$ cat src/rtl/pb_io_pkg.sv
// Shared types and offsets for the PicoBlaze output port demux.
// Offsets are relative to the 32-address window base.
package pb_io_pkg;

  localparam int WINDOW = 32;
  localparam int OFF_BITS = $clog2(WINDOW);

  localparam logic [OFF_BITS-1:0] OFF_IDX    = 5'd16;
  localparam logic [OFF_BITS-1:0] OFF_OR     = 5'd17;
  localparam logic [OFF_BITS-1:0] OFF_CLR    = 5'd18;
  localparam logic [OFF_BITS-1:0] OFF_XOR    = 5'd19;
  localparam logic [OFF_BITS-1:0] OFF_STREAM = 5'd20;

  typedef enum logic [1:0] {
    OP_WR,
    OP_OR,
    OP_CLR,
    OP_XOR
  } op_e;

  // STREAM is a plain load into the indexed register.
  function automatic op_e off2op(
    input logic [OFF_BITS-1:0] off
  );
    op_e op;
    op = OP_WR;
    case (off)
      OFF_OR:  op = OP_OR;
      OFF_CLR: op = OP_CLR;
      OFF_XOR: op = OP_XOR;
      default: op = OP_WR;
    endcase
    return op;
  endfunction

endpackage

$ cat src/rtl/pb_out_port_demux_if.sv
// PicoBlaze write bus plus the demux result signals.
// master = processor side, slave = demux side.
interface pb_out_port_demux_if #(
  parameter int NUM_PORTS = 8
);

  logic [7:0]             port_id;
  logic                   write_strobe;
  logic [7:0]             out_port;
  logic [8*NUM_PORTS-1:0] port_q;
  logic [NUM_PORTS-1:0]   port_wr_pulse;
  logic [7:0]             rd_data;
  logic                   err_pulse;

  modport master (
    output port_id,
    output write_strobe,
    output out_port,
    input  port_q,
    input  port_wr_pulse,
    input  rd_data,
    input  err_pulse
  );

  modport slave (
    input  port_id,
    input  write_strobe,
    input  out_port,
    output port_q,
    output port_wr_pulse,
    output rd_data,
    output err_pulse
  );

endinterface

$ cat src/rtl/pb_out_reg_slice.sv
// One 8-bit output register with load/or/clear/xor update
// and a one-cycle pulse marking each update.
module pb_out_reg_slice
  import pb_io_pkg::*;
#(
  parameter logic [7:0] RESET_VAL = 8'h00
) (
  input  logic       clk,
  input  logic       reset,
  input  logic       en_i,
  input  op_e        op_i,
  input  logic [7:0] din_i,
  output logic [7:0] q_o,
  output logic       pulse_o
);

  logic [7:0] q_q, q_d;
  logic       pulse_q;

  // Next value of the register for the selected operation.
  always_comb begin
    q_d = q_q;
    unique case (op_i)
      OP_WR:  q_d = din_i;
      OP_OR:  q_d = q_q | din_i;
      OP_CLR: q_d = q_q & ~din_i;
      OP_XOR: q_d = q_q ^ din_i;
    endcase
  end

  // Register update and write pulse, reset wins over enable.
  always_ff @(posedge clk) begin
    if (reset) begin
      q_q     <= RESET_VAL;
      pulse_q <= 1'b0;
    end else begin
      pulse_q <= en_i;
      if (en_i) q_q <= q_d;
    end
  end

  assign q_o     = q_q;
  assign pulse_o = pulse_q;

endmodule

$ cat src/rtl/pb_out_port_demux.sv
// PicoBlaze output port decoder: direct and indexed RMW
// writes into NUM_PORTS registers, plus registered read-back.
module pb_out_port_demux
  import pb_io_pkg::*;
#(
  parameter logic [7:0] BASE_ADDR = 8'h00,
  parameter int         NUM_PORTS = 8,
  parameter logic [7:0] RESET_VAL = 8'h00
) (
  input logic               clk,
  input logic               reset,
  pb_out_port_demux_if.slave bus
);

  localparam logic [4:0] NP = 5'(NUM_PORTS);
  localparam logic [3:0] LAST = 4'(NUM_PORTS - 1);

  logic                 hit, wr, idx_ok;
  logic [4:0]           off;
  logic [3:0]           idx_q, idx_d;
  logic                 err_q, err_d;
  logic [7:0]           rd_q, rd_d;
  logic [NUM_PORTS-1:0] en;
  op_e                  op;
  logic [7:0]           regs [NUM_PORTS];

  assign hit    = bus.port_id[7:OFF_BITS] == BASE_ADDR[7:OFF_BITS];
  assign off    = bus.port_id[OFF_BITS-1:0];
  assign wr     = bus.write_strobe & hit;
  assign idx_ok = {1'b0, idx_q} < NP;

  // Write decode: port enables, op, index update, error.
  always_comb begin
    en    = '0;
    op    = OP_WR;
    idx_d = idx_q;
    err_d = 1'b0;
    if (wr) begin
      unique case (1'b1)
        (off < NP): begin
          for (int i = 0; i < NUM_PORTS; i++)
            if (off == 5'(i)) en[i] = 1'b1;
        end
        (off >= NP && off < OFF_IDX): err_d = 1'b1;
        (off == OFF_IDX): idx_d = bus.out_port[3:0];
        (off >= OFF_OR && off <= OFF_STREAM): begin
          if (idx_ok) begin
            op = off2op(off);
            for (int i = 0; i < NUM_PORTS; i++)
              if (idx_q == 4'(i)) en[i] = 1'b1;
            if (off == OFF_STREAM)
              idx_d = (idx_q == LAST) ? 4'd0 : idx_q + 4'd1;
          end else begin
            err_d = 1'b1;
          end
        end
        default: ;
      endcase
    end
  end

  // Read-back source selection, sampled before any write lands.
  always_comb begin
    rd_d = 8'h00;
    if (hit) begin
      if (off < NP) begin
        for (int i = 0; i < NUM_PORTS; i++)
          if (off == 5'(i)) rd_d = regs[i];
      end else if (off == OFF_IDX) begin
        rd_d = {4'b0000, idx_q};
      end
    end
  end

  // Index pointer, error pulse and read-back registers.
  always_ff @(posedge clk) begin
    if (reset) begin
      idx_q <= 4'd0;
      err_q <= 1'b0;
      rd_q  <= 8'h00;
    end else begin
      idx_q <= idx_d;
      err_q <= err_d;
      rd_q  <= rd_d;
    end
  end

  for (genvar g = 0; g < NUM_PORTS; g++) begin : g_slice
    pb_out_reg_slice #(
      .RESET_VAL(RESET_VAL)
    ) u_slice (
      .clk    (clk),
      .reset  (reset),
      .en_i   (en[g]),
      .op_i   (op),
      .din_i  (bus.out_port),
      .q_o    (regs[g]),
      .pulse_o(bus.port_wr_pulse[g])
    );
    assign bus.port_q[8*g +: 8] = regs[g];
  end

  assign bus.rd_data   = rd_q;
  assign bus.err_pulse = err_q;

endmodule

$ cat src/flat_wrapper.sv
// flat-port wrapper written by rule: the top's interface ports become plain ports
module pb_out_port_demux_flat import pb_io_pkg::*;
#(
  parameter logic [7:0] BASE_ADDR = 8'h00,
  parameter int         NUM_PORTS = 8,
  parameter logic [7:0] RESET_VAL = 8'h00
)
  (clk, reset, bus_port_id, bus_write_strobe, bus_out_port, bus_port_q, bus_port_wr_pulse, bus_rd_data, bus_err_pulse);
  pb_out_port_demux_if #(.NUM_PORTS(NUM_PORTS)) bus_i ();
  input logic clk;
  input logic reset;
  input wire logic [$bits(bus_i.port_id)-1:0] bus_port_id;
  input wire logic [$bits(bus_i.write_strobe)-1:0] bus_write_strobe;
  input wire logic [$bits(bus_i.out_port)-1:0] bus_out_port;
  output wire logic [$bits(bus_i.port_q)-1:0] bus_port_q;
  output wire logic [$bits(bus_i.port_wr_pulse)-1:0] bus_port_wr_pulse;
  output wire logic [$bits(bus_i.rd_data)-1:0] bus_rd_data;
  output wire logic [$bits(bus_i.err_pulse)-1:0] bus_err_pulse;
  assign bus_i.port_id = bus_port_id;
  assign bus_i.write_strobe = bus_write_strobe;
  assign bus_i.out_port = bus_out_port;
  assign bus_port_q = bus_i.port_q;
  assign bus_port_wr_pulse = bus_i.port_wr_pulse;
  assign bus_rd_data = bus_i.rd_data;
  assign bus_err_pulse = bus_i.err_pulse;
  pb_out_port_demux #(.BASE_ADDR(BASE_ADDR), .NUM_PORTS(NUM_PORTS), .RESET_VAL(RESET_VAL)) u_core (.clk(clk), .reset(reset), .bus(bus_i));
endmodule
$ cat config.mk
export PLATFORM = sky130hd
export DESIGN_NAME = pb_out_port_demux_flat
export DESIGN_NICKNAME = d
export VERILOG_FILES = /design/src/rtl/pb_io_pkg.sv /design/src/rtl/pb_out_port_demux_if.sv /design/src/rtl/pb_out_reg_slice.sv /design/src/rtl/pb_out_port_demux.sv /design/src/flat_wrapper.sv
export SDC_FILE = /design/constraint.sdc
export NUM_CORES = 1
export LEC_CHECK = 0
export BUFFER_PORTS_ARGS = -buffer_cell sky130_fd_sc_hd__buf_2
export CAP_MARGIN = 20
export CORE_MARGIN = 1.5
export CORE_UTILIZATION = 50
export DETAILED_ROUTE_END_ITERATION = 7
export HOLD_SLACK_MARGIN = 0.1
export PLACE_DENSITY = 0.77
export SLEW_MARGIN = 20
export SYNTH_ARGS = -nofsm -noshare
export SYNTH_HDL_FRONTEND = slang
export SYNTH_HIERARCHICAL = 1
export SYNTH_SLANG_ARGS = --single-unit
$ cat constraint.sdc
create_clock -name clk -period 4 [get_ports clk]
set_clock_uncertainty 0.1 [all_clocks]
set_input_delay 0 -clock clk [delete_from_list [all_inputs] [get_ports clk]]
set_output_delay 0 -clock clk [all_outputs]
set_load 0.02 [all_outputs]
; After elaboration in Yosys (flattened, before gate mapping)
; Index checks and enable logic that the tools add are counted.
; Widths: inputs -> output; s select.
[word_totals]
inputBits = 19
word_cells = 135
out_inout_bits = 81
ff_bits = 85
[classes]
addsub = 1
mux = 47
reduce_logical = 10
bitwise_logic = 28
n_eq_ne = 24
n_lt_le_gt_ge = 6
[ops]
columns = op, n
row1 = $pmux 8 s4, 8
row2 = $mux 8, 11
row3 = $and 8x8->8, 8
row4 = $or 8x8->8, 8
row5 = $xor 8x8->8, 8
row6 = $eq 5x5->1 const B, 5
row7 = $eq 5x3->1 const B, 4
row8 = $mux 1, 17
row9 = $eq 4x3->1 const B, 4
row10 = $mux 4, 4
row11 = $pmux 8 s2, 1
row12 = $eq 5x2->1 const B, 2
row13 = $eq 4x2->1 const B, 2
row14 = $not 8->8, 1
row15 = $pmux 4 s2, 1
row16 = $mux 2, 3
row17 = $pmux 2 s3, 1
row18 = $eq 5x1->1 const B, 1
row19 = $ge 5x4->1 const B, 1
row20 = $ge 5x5->1 const B, 1
row21 = $le 5x5->1 const B, 1
row22 = $logic_not 5->1, 1
row23 = $lt 5x4->1 const B, 1
row24 = $lt 5x5->1 const B, 1
row25 = other kinds (17), 21

; Longest topological paths before layout
; Gate-level depths: netlist of the first run.
[logic_depth]
word_depth = 10
mapped_depth = 10

; By module
; The synthesis of the first run kept the hierarchy.
[by_module_without_submodules]
columns = module, instances, area_each_um2, cells_each
row1 = pb_out_reg_slice at u_core.g_slice[3].u_slice ..., 4, 840.8, 91
row2 = pb_out_reg_slice at u_core.g_slice[0].u_slice ..., 3, 837.1, 92
row3 = pb_out_port_demux, 1, 1451.4, 194
row4 = pb_out_reg_slice at u_core.g_slice[7].u_slice, 1, 839.6, 91

; Worst setup path before layout of the first run
; OpenSTA, ideal clock, no wires.
[synth_path]
path_type = in2reg
start = input port bus_port_id[6]
end = register u_core.g_slice[7].u_slice.q_q[4]
required_ns = 3.775
path_stages = 8
t_arrival_ns = 2.007
path_slack_ns = 1.768
setup_time_ns = 0.125
path_cell_list = or4b_4 > nor4_1 > and2_1 > buf_6 > buf_8 > mux2_4 > a32oi_1 > o31ai_1
[synth_via]
elab_chain_len = 5
word_cells_on_any_way = 9
cone_classes = eq/ne (3) / mux (3) / bitwise (1) / reduce/logical (2)
[synth_rtl]
columns = element, line
row1 = from (decl), flat_wrapper.sv:12  ; input wire logic [$bits(bus_i.port_id)-1:0] bus_port_id;
row2 = $logic_not 3->1 *, pb_out_port_demux.sv:27  ; assign hit = bus.port_id[7:OFF_BITS] == BASE_ADDR[7:OFF_BITS];
row3 = $and 1x1->1 *, pb_out_port_demux.sv:29  ; assign wr = bus.write_strobe & hit;
row4 = $mux 2 *, pb_out_port_demux.sv:38  ; if (wr) begin
row5 = net u_core.op[1], pb_out_port_demux.sv:24  ; op_e op;
row6 = $eq 2x2->1 (tied with other cells), pb_out_reg_slice.sv:23  ; unique case (op_i)
row7 = $pmux 8 s4 *, pb_out_reg_slice.sv:23
row8 = to (signal assigned), pb_out_reg_slice.sv:38  ; if (en_i) q_q <= q_d;
row9 = to (decl), pb_out_reg_slice.sv:17  ; logic [7:0] q_q, q_d;
; The timed path passes the listed nets; every way through them passes the cells marked *.
; A chain may end at the register's enable or synchronous reset.

; Final worst setup path of the first run
[layout_path]
start = input port bus_port_id[6]
end = register u_core.g_slice[2].u_slice.q_q[5]
[layout_via]
elab_chain_len = 5
word_cells_on_any_way = 9
cone_classes = eq/ne (3) / mux (3) / bitwise (1) / reduce/logical (2)
[layout_rtl]
columns = element, line
row1 = $logic_not 3->1 *, pb_out_port_demux.sv:27
row2 = $and 1x1->1 *, pb_out_port_demux.sv:29
row3 = $mux 2 *, pb_out_port_demux.sv:38
row4 = net u_core.op[1], pb_out_port_demux.sv:24
row5 = $eq 2x2->1 (tied with other cells), pb_out_reg_slice.sv:23
row6 = $pmux 8 s4 *, pb_out_reg_slice.sv:23
row7 = to (signal assigned), pb_out_reg_slice.sv:38
row8 = to (decl), pb_out_reg_slice.sv:17
; Marks and branches as above.

==> results.py, run 1 <==
metrics = {
    "synth": {
        "yosysUniqueCellTypes": 60,
        "synth_area_leaders": "dfxtp_1 21%, ha_1 20%, nand2b_1 6.9%",
        "synth-edff-count": 0,
        "synth_nets": 1076,
        "synth_async_sr_flop_share": 0,
        "synth_top_area_cell": "dfxtp_1",
        "synth_top_area_frac": 0.208,
        "netlist_area_sq_um": 8170,
        "ys.warnings.count": 6,
        "synthTopCellsByCount": "135 x inv_1, 132 x ha_1, 90 x nand2b_1",
        "synthMostInstantiatedCell": "inv_1",
        "yosysSeqAreaShare": 0.208,
        "ys.flop_type": "dfxtp_1",
        "ys_ff_latch": 85,
        "synth.avg_cell_area_sq_um": 8.83,
        "postSynthCellCount": 925,
    },
    "sta": {
        "slew_headroom": 0.583,
        "slew_violations": 0,
        "finalHoldViolCount": 0,
        "fin_crit_ps": 3090,
        "fin_crit_sh": 0.772,
        "setup_viol": 0,
        "setup_tns_ps": 0,
        "rsz0062_at_grt": "false",
        "worst_pin_slew_ps": 624,
        "fmax_mhz": 324,
    },
    "global_routing": {
        "antenna_found_initial": 1,
        "grt_first_pass_wirelength_um": 34500,
        "grt_pass1_vias": 6610,
        "grt_max_degree": 77,
        "grt_use_total": 0.261,
        "grt-ovfl-total": 0,
    },
    "detailed_routing": {
        "drtIter0Drc": 611,
        "vias": 7085,
        "drc": 0,
        "viasPerCell": 5.80,
        "ant_nets": 0,
        "firstDrtPassIters": 5,
        "wl_per_cell_um": 17.9,
        "wirelength_um": 21800,
    },
    "clock_tree": {
        "cts_root_buf": "clkbuf_16",
        "cts_max_level": 3,
        "postCtsSetupRepairBufs": 0,
        "numCtsBuffers": 9,
        "cts_hold_buf": 10,
        "clk_latency_ps": 350,
        "numClockSinks": 85,
        "cts-resized-gates": 0,
        "cts_buffer_depth": 2,
        "cts_tree": "built",
        "clk_pin_slew_worst_paths_ps": 60,
    },
    "floorplan": {
        "fp.dieW_um": 131,
        "fp.dieH_um": 131,
        "start_util": 0.512,
        "ioPinCount": 100,
        "fp-row-count": 46,
        "die-area_sq_um": 17100,
        "core_sq_um": 15900,
    },
    "placed_design": {
        "dp.cells": 1195,
        "hpwl_um": 15300,
        "io_buffers": 99,
        "place.gp.congestion": 0.988,
    },
    "worst_setup_path": {
        "critPathLaunchType": "input port",
        "reg2reg_depth": 6,
        "critical-path-max-stage-delay_ps": 580,
        "endpoint_kind": "flop",
        "reg2reg_to": "u_core/g_slice[2].u_slice/q_o[5]$_SDFFE_PP0P_",
        "arrival_ps": 3210,
        "crit_path_max_fanout": 76,
        "r2r_slack_ps": 1350,
        "worstSetupPathType": "in2reg",
        "rr_startpoint": "u_core/idx_q[3]$_SDFFE_PP0P_",
        "cp.required_ps": 4120,
        "cp_slowest_cell": "or4b_4",
        "cp_cell_sequence": "dlygate4sd3_1, buf_2, or4b_4, nor4_1, and2_4, buf_12, mux2_2, a32oi_1, o31ai_1",
    },
    "layout": {
        "multi_input_area_sq_um": 5500,
        "fillCellCount": 1449,
        "final-seq-area_sq_um": 1700,
        "num_antenna_cells": 0,
        "drive_above_1_share": 0.200,
        "fin_nets": 1151,
        "final_cell_count_no_fill": 1221,
        "syn2layout_area_growth_pct": 10.4,
    },
    "power_and_ir_drop": {
        "leakagePower_nw": 3.92,
        "ir_drop_mv": 0.252,
        "p_per_area_nw_per_um2": 218,
    },
    "hold_path": {
        "min-delay-start": "bus_out_port[1]",
        "min_delay_path_depth": 3,
        "hold_end": "u_core/idx_q[1]$_SDFFE_PP0P_",
        "hold_class": "in2reg",
    },
    "run": {
        "cap_violations": 0,
    },
    "run_status": {
        "status": "complete, no violations",
    },
}
-- report_power, final --
group          internal [mW]  leakage, nW  switching (mW)
logic                 0.0952         3.10           0.154
clock network          0.500        0.143           0.364
registers              0.847        0.684         0.00104
-- worst max-delay path: cells and delay by family --
family                 cells  cell delay [ps]
AO/OA/AOI/OAI              2              280
buffers and inverters      3             1010
multiplexers               1              380
AND/OR/NAND/NOR            3             1490
-- per-layer routing --
| metal | share of wire | track usage | up-vias |
|---|---|---|---|
| met2 | 0.47 | 0.427 | 282 |
| met3 | 0.065 | 0.0521 | 29 |
| li1 | - | - | 3411 |
| met5 | 0.00046 | 0 | - |
| met4 | 0.021 | 0.0905 | 2 |
| met1 | 0.45 | 0.343 | 3361 |
-- state kept, by name, indices dropped and copies added, names as in the netlist --
name / count
u_core/g_slice.u_slice/q_o: 64
u_core/g_slice.u_slice/pulse_o: 8
u_core/bus.rd_data: 8
u_core/idx_q: 4
u_core/bus.err_pulse: 1
-- cell usage in the layout, fill, tap and decap left out, types with 11 or more instances in the layout --
cell type  netlist  final
ha_1           132    132
buf_2           17     98
a221o_1         11     11
buf_4            8     13
a32oi_1         54     54
nand2b_1        90     90
nor3_1          22     22
nand2_1         28     28
nor2_1          22     22
o31ai_1         55     55
or2b_1          19     19
mux2_2          45     45
o21a_1          12     12
inv_1          135    135
dfxtp_1         85     85
o21ai_0         26     26
nor2b_1         12     12
-- final cells by class --
class	instances	share of cell area
timing repair buffer	123	0.0808
multi-input combinational	644	0.611
sequential	85	0.189
inverter	137	0.0571
clock buffer	12	0.0274
tap	216	0.0300
clock inverter	4	0.00528
-- cell families after synthesis --
family / share of synthesized area
compound gates: 0.199
buf+inv: 0.118
simple gates: 0.180
mux: 0.0927
fa+ha+maj: 0.202
flops: 0.208
-- metrics by stage --
| step | hold WS [ps] | setup slack [ps] | power (mW) | cell area, sq um | utilization |
|---|---|---|---|---|---|
| finish | 114 | 912 | 1.96 | 9010 | 0.565 |
| global route | 128 | 726 | 2.04 | 9010 | 0.565 |
| CTS | 109 | 932 | 1.97 | 9010 | 0.565 |
| detailed placement | 229 | 1080 | 1.10 | 8620 | 0.540 |
| global placement | 232 | 1210 | 1.10 | 8620 | 0.540 |
| floorplan | -27.2 | 1770 | 1.03 | 8170 | - |
-- worst max-delay path by stage --
stage / from / to / depth (start not counted)
4_1_cts: bus_port_id[6] / u_core/g_slice[2].u_slice/q_o[5]$_SDFFE_PP0P_ / 9
2_1_floorplan: bus_port_id[6] / u_core/g_slice[7].u_slice/q_o[4]$_SDFFE_PP0P_ / 8
3_5_place_dp: bus_port_id[6] / u_core/g_slice[2].u_slice/q_o[5]$_SDFFE_PP0P_ / 8
3_3_place_gp: bus_port_id[6] / u_core/g_slice[2].u_slice/q_o[5]$_SDFFE_PP0P_ / 8
6_report: bus_port_id[6] / u_core/g_slice[2].u_slice/q_o[5]$_SDFFE_PP0P_ / 9
5_1_grt: bus_port_id[6] / u_core/g_slice[6].u_slice/q_o[6]$_SDFFE_PP0P_ / 9
Note: power is estimated with default switching activity, not from simulation.
==> run 2, diff against run 1 <==
Settings changed: ABC_AREA set to 1.
Clock period 4 ns to 3.15 ns, I/O delays scaled along.
==> run 2 against run 1 <==
Via count is 17% higher. Die area is 1.8% higher. Synthesized cell count is 33% higher. Sequential power is 27% higher. Combinational power is 4% higher. Total power is 29% higher. Clock power is 39% higher. Count of clock-buffer cells in the layout is 2 lower. Utilization is 0.76 points higher. Register-to-register slack worse by 600 ps. Cell count is 25% higher. Critical endpoint is now u_core/g_slice[3].u_slice/q_o[4]$_SDFFE_PP0P_. Largest power group unchanged.
==> results.py, run 2 <==
metrics = {
    "sta": {
        "finalHoldViolCount": 0,
        "fin_crit_ps": 2830,
        "slew_headroom": 0.564,
        "fin_crit_sh": 0.898,
        "rsz0062_at_grt": "false",
        "slew_violations": 0,
        "setup_viol": 0,
        "fmax_mhz": 353,
        "worst_pin_slew_ps": 651,
        "setup_tns_ps": 0,
    },
    "synth": {
        "synth_top_area_frac": 0.205,
        "synthTopCellsByCount": "255 x nand2_1, 176 x inv_1, 137 x nand3_1",
        "synthXorXnorAreaFrac": 0.00105,
        "synth_top_family_by_area": "simple AND/OR/NAND/NOR gates",
        "synth_top_area_cell": "dfxtp_1",
        "synth.avg_cell_area_sq_um": 6.77,
        "ys.warnings.count": 6,
        "synth-edff-count": 0,
        "ys.flop_type": "dfxtp_1",
        "synth_nets": 1380,
        "synth_adder_area_share": 0.199,
        "ys_ff_latch": 85,
        "synth_mux_area_frac": 0,
        "netlist_area_sq_um": 8310,
        "yosysUniqueCellTypes": 40,
        "synth_compound_area_frac": 0.129,
        "postSynthCellCount": 1229,
        "synth_area_leaders": "dfxtp_1 20%, ha_1 20%, nand2_1 12%",
        "synth_async_sr_flop_share": 0,
        "synth-simple-area-share": 0.327,
        "yosysSeqAreaShare": 0.205,
        "synthMostInstantiatedCell": "nand2_1",
    },
    "clock_tree": {
        "cts_buffer_depth": 2,
        "numCtsBuffers": 9,
        "cts_root_buf": "clkbuf_16",
        "clk_pin_slew_worst_paths_ps": 70,
        "cts_tree": "built",
        "postCtsSetupRepairBufs": 0,
        "numClockSinks": 85,
        "clk_latency_ps": 360,
        "cts_max_level": 3,
    },
    "worst_setup_path": {
        "crit_path_max_fanout": 27,
        "critPathLaunchType": "input port",
        "cp.required_ps": 3270,
        "r2r_slack_ps": 750,
        "endpoint_kind": "flop",
        "arrival_ps": 2950,
        "worstSetupPathType": "in2reg",
    },
    "detailed_routing": {
        "firstDrtPassIters": 8,
        "ant_nets": 0,
        "vias": 8313,
        "drtIter0Drc": 656,
        "wl_per_cell_um": 15.1,
        "wirelength_um": 23100,
        "drc": 0,
        "viasPerCell": 5.43,
    },
    "run": {
        "cap_violations": 0,
    },
    "placed_design": {
        "io_buffers": 99,
        "hpwl_um": 16200,
        "dp.cells": 1507,
        "place.gp.congestion": 0.931,
    },
    "floorplan": {
        "fp.dieW_um": 132,
        "core_sq_um": 16100,
        "start_util": 0.518,
        "die-area_sq_um": 17400,
        "ioPinCount": 100,
        "fp-row-count": 46,
        "fp.dieH_um": 132,
    },
    "layout": {
        "layout_commonest_cell": "nand2_1",
        "drive_above_1_share": 0.160,
        "largest_reg_flops": 64,
        "final_cell_mix": "255 x nand2_1, 176 x inv_1, 137 x nand3_1, 132 x ha_1, 125 x nor2_1",
        "num_antenna_cells": 0,
        "final_cell_count_no_fill": 1531,
        "fin_nets": 1462,
        "fillCellCount": 1550,
        "syn2layout_area_growth_pct": 10.6,
    },
    "run_status": {
        "status": "complete, no violations",
    },
    "hold_path": {
        "hold_class": "in2reg",
    },
    "global_routing": {
        "antenna_found_initial": 0,
        "grt_use_total": 0.263,
        "grt_pass1_vias": 7501,
        "grt-ovfl-total": 0,
        "grt_max_degree": 51,
        "grt_first_pass_wirelength_um": 37500,
    },
    "power_and_ir_drop": {
        "p_per_area_nw_per_um2": 276,
        "ir_drop_mv": 0.256,
        "leakagePower_nw": 3.97,
    },
}
run 2: cell count changes in the layout (fill, tap and decap cells not counted), sizes merged, moves of 19 or more:
cell    before  now
o21ai       32    5
a21oi       10  149
nand3        2  140
nand2b      93    0
nand2       28  259
nor2        22  142
or2b        19    0
mux2        55    0
o31ai       55    1
inv        135  189
nand4        0   29
a32oi       54    0
run 2: where the power goes:
group          switching, mW  internal [mW]
combinational          0.184         0.0743
clock                  0.485          0.715
sequential           0.00263           1.08
run 2: metrics by stage:
stage	cell area [sq um]	setup slack (ps)	utilization	power, mW	hold slack, ps
2_1_floorplan	8330	482	-	1.28	-30.9
3_3_place_gp	8780	532	0.547	1.34	268
3_5_place_dp	8780	455	0.547	1.35	267
4_1_cts	9200	325	0.573	2.55	104
5_1_grt	9200	119	0.573	2.63	137
6_report	9200	320	0.573	2.54	117
run 2: worst max-delay path: stages:
cell           delay, ps
dlygate4sd3_1        530
buf_2                110
nor3_1               290
nand2_1              260
inv_1                160
nand2_1              120
nor4_2               480
buf_4                430
buf_12               210
nor2_1                60
nor2_1                90
nand3_1               80
nand2_1               80
a21oi_2               50
run 2: kinds of logic after synthesis:
logic type / Yosys count
buf+inv: 241
flops: 85
simple gates: 596
fa+ha+maj: 132
xor+xnor: 1
compound gates: 174
run 2: worst paths after layout:
check	cells past startpoint	start	to
worst max register to register	10	u_core/idx_q[3]$_SDFFE_PP0P_	u_core/g_slice[3].u_slice/q_o[4]$_SDFFE_PP0P_
worst max-delay path	14	bus_port_id[7]	u_core/g_slice[3].u_slice/q_o[4]$_SDFFE_PP0P_
worst min register to register	2	u_core/g_slice[2].u_slice/q_o[3]$_SDFFE_PP0P_	u_core/g_slice[2].u_slice/q_o[3]$_SDFFE_PP0P_
worst min-delay path	5	bus_out_port[5]	u_core/g_slice[6].u_slice/q_o[5]$_SDFFE_PP0P_
run 2: cell type report:
type | count | area, sq um | area share
inverter | 194 | 731 | 0.0794
sequential | 85 | 1700 | 0.185
clock buffer | 10 | 239 | 0.0260
tap | 216 | 270 | 0.0294
clock inverter | 5 | 85.1 | 0.00925
multi-input combinational | 903 | 5470 | 0.595
timing repair buffer | 118 | 701 | 0.0762
run 2: per-layer routing:
layer,part of all wire,GRT usage,vias to the layer above
li1,-,-,4112
met2,0.46,0.433,298
met1,0.45,0.348,3838
met3,0.060,0.0342,65
met5,0,0,-
met4,0.033,0.109,0
run 2: timing repair:
| item | CTS | global route |
|---|---|---|
| resized for setup | 0 | 0 |
| hold endpoints to repair | 41 | 0 |
| hold buffers | 9 | 0 |
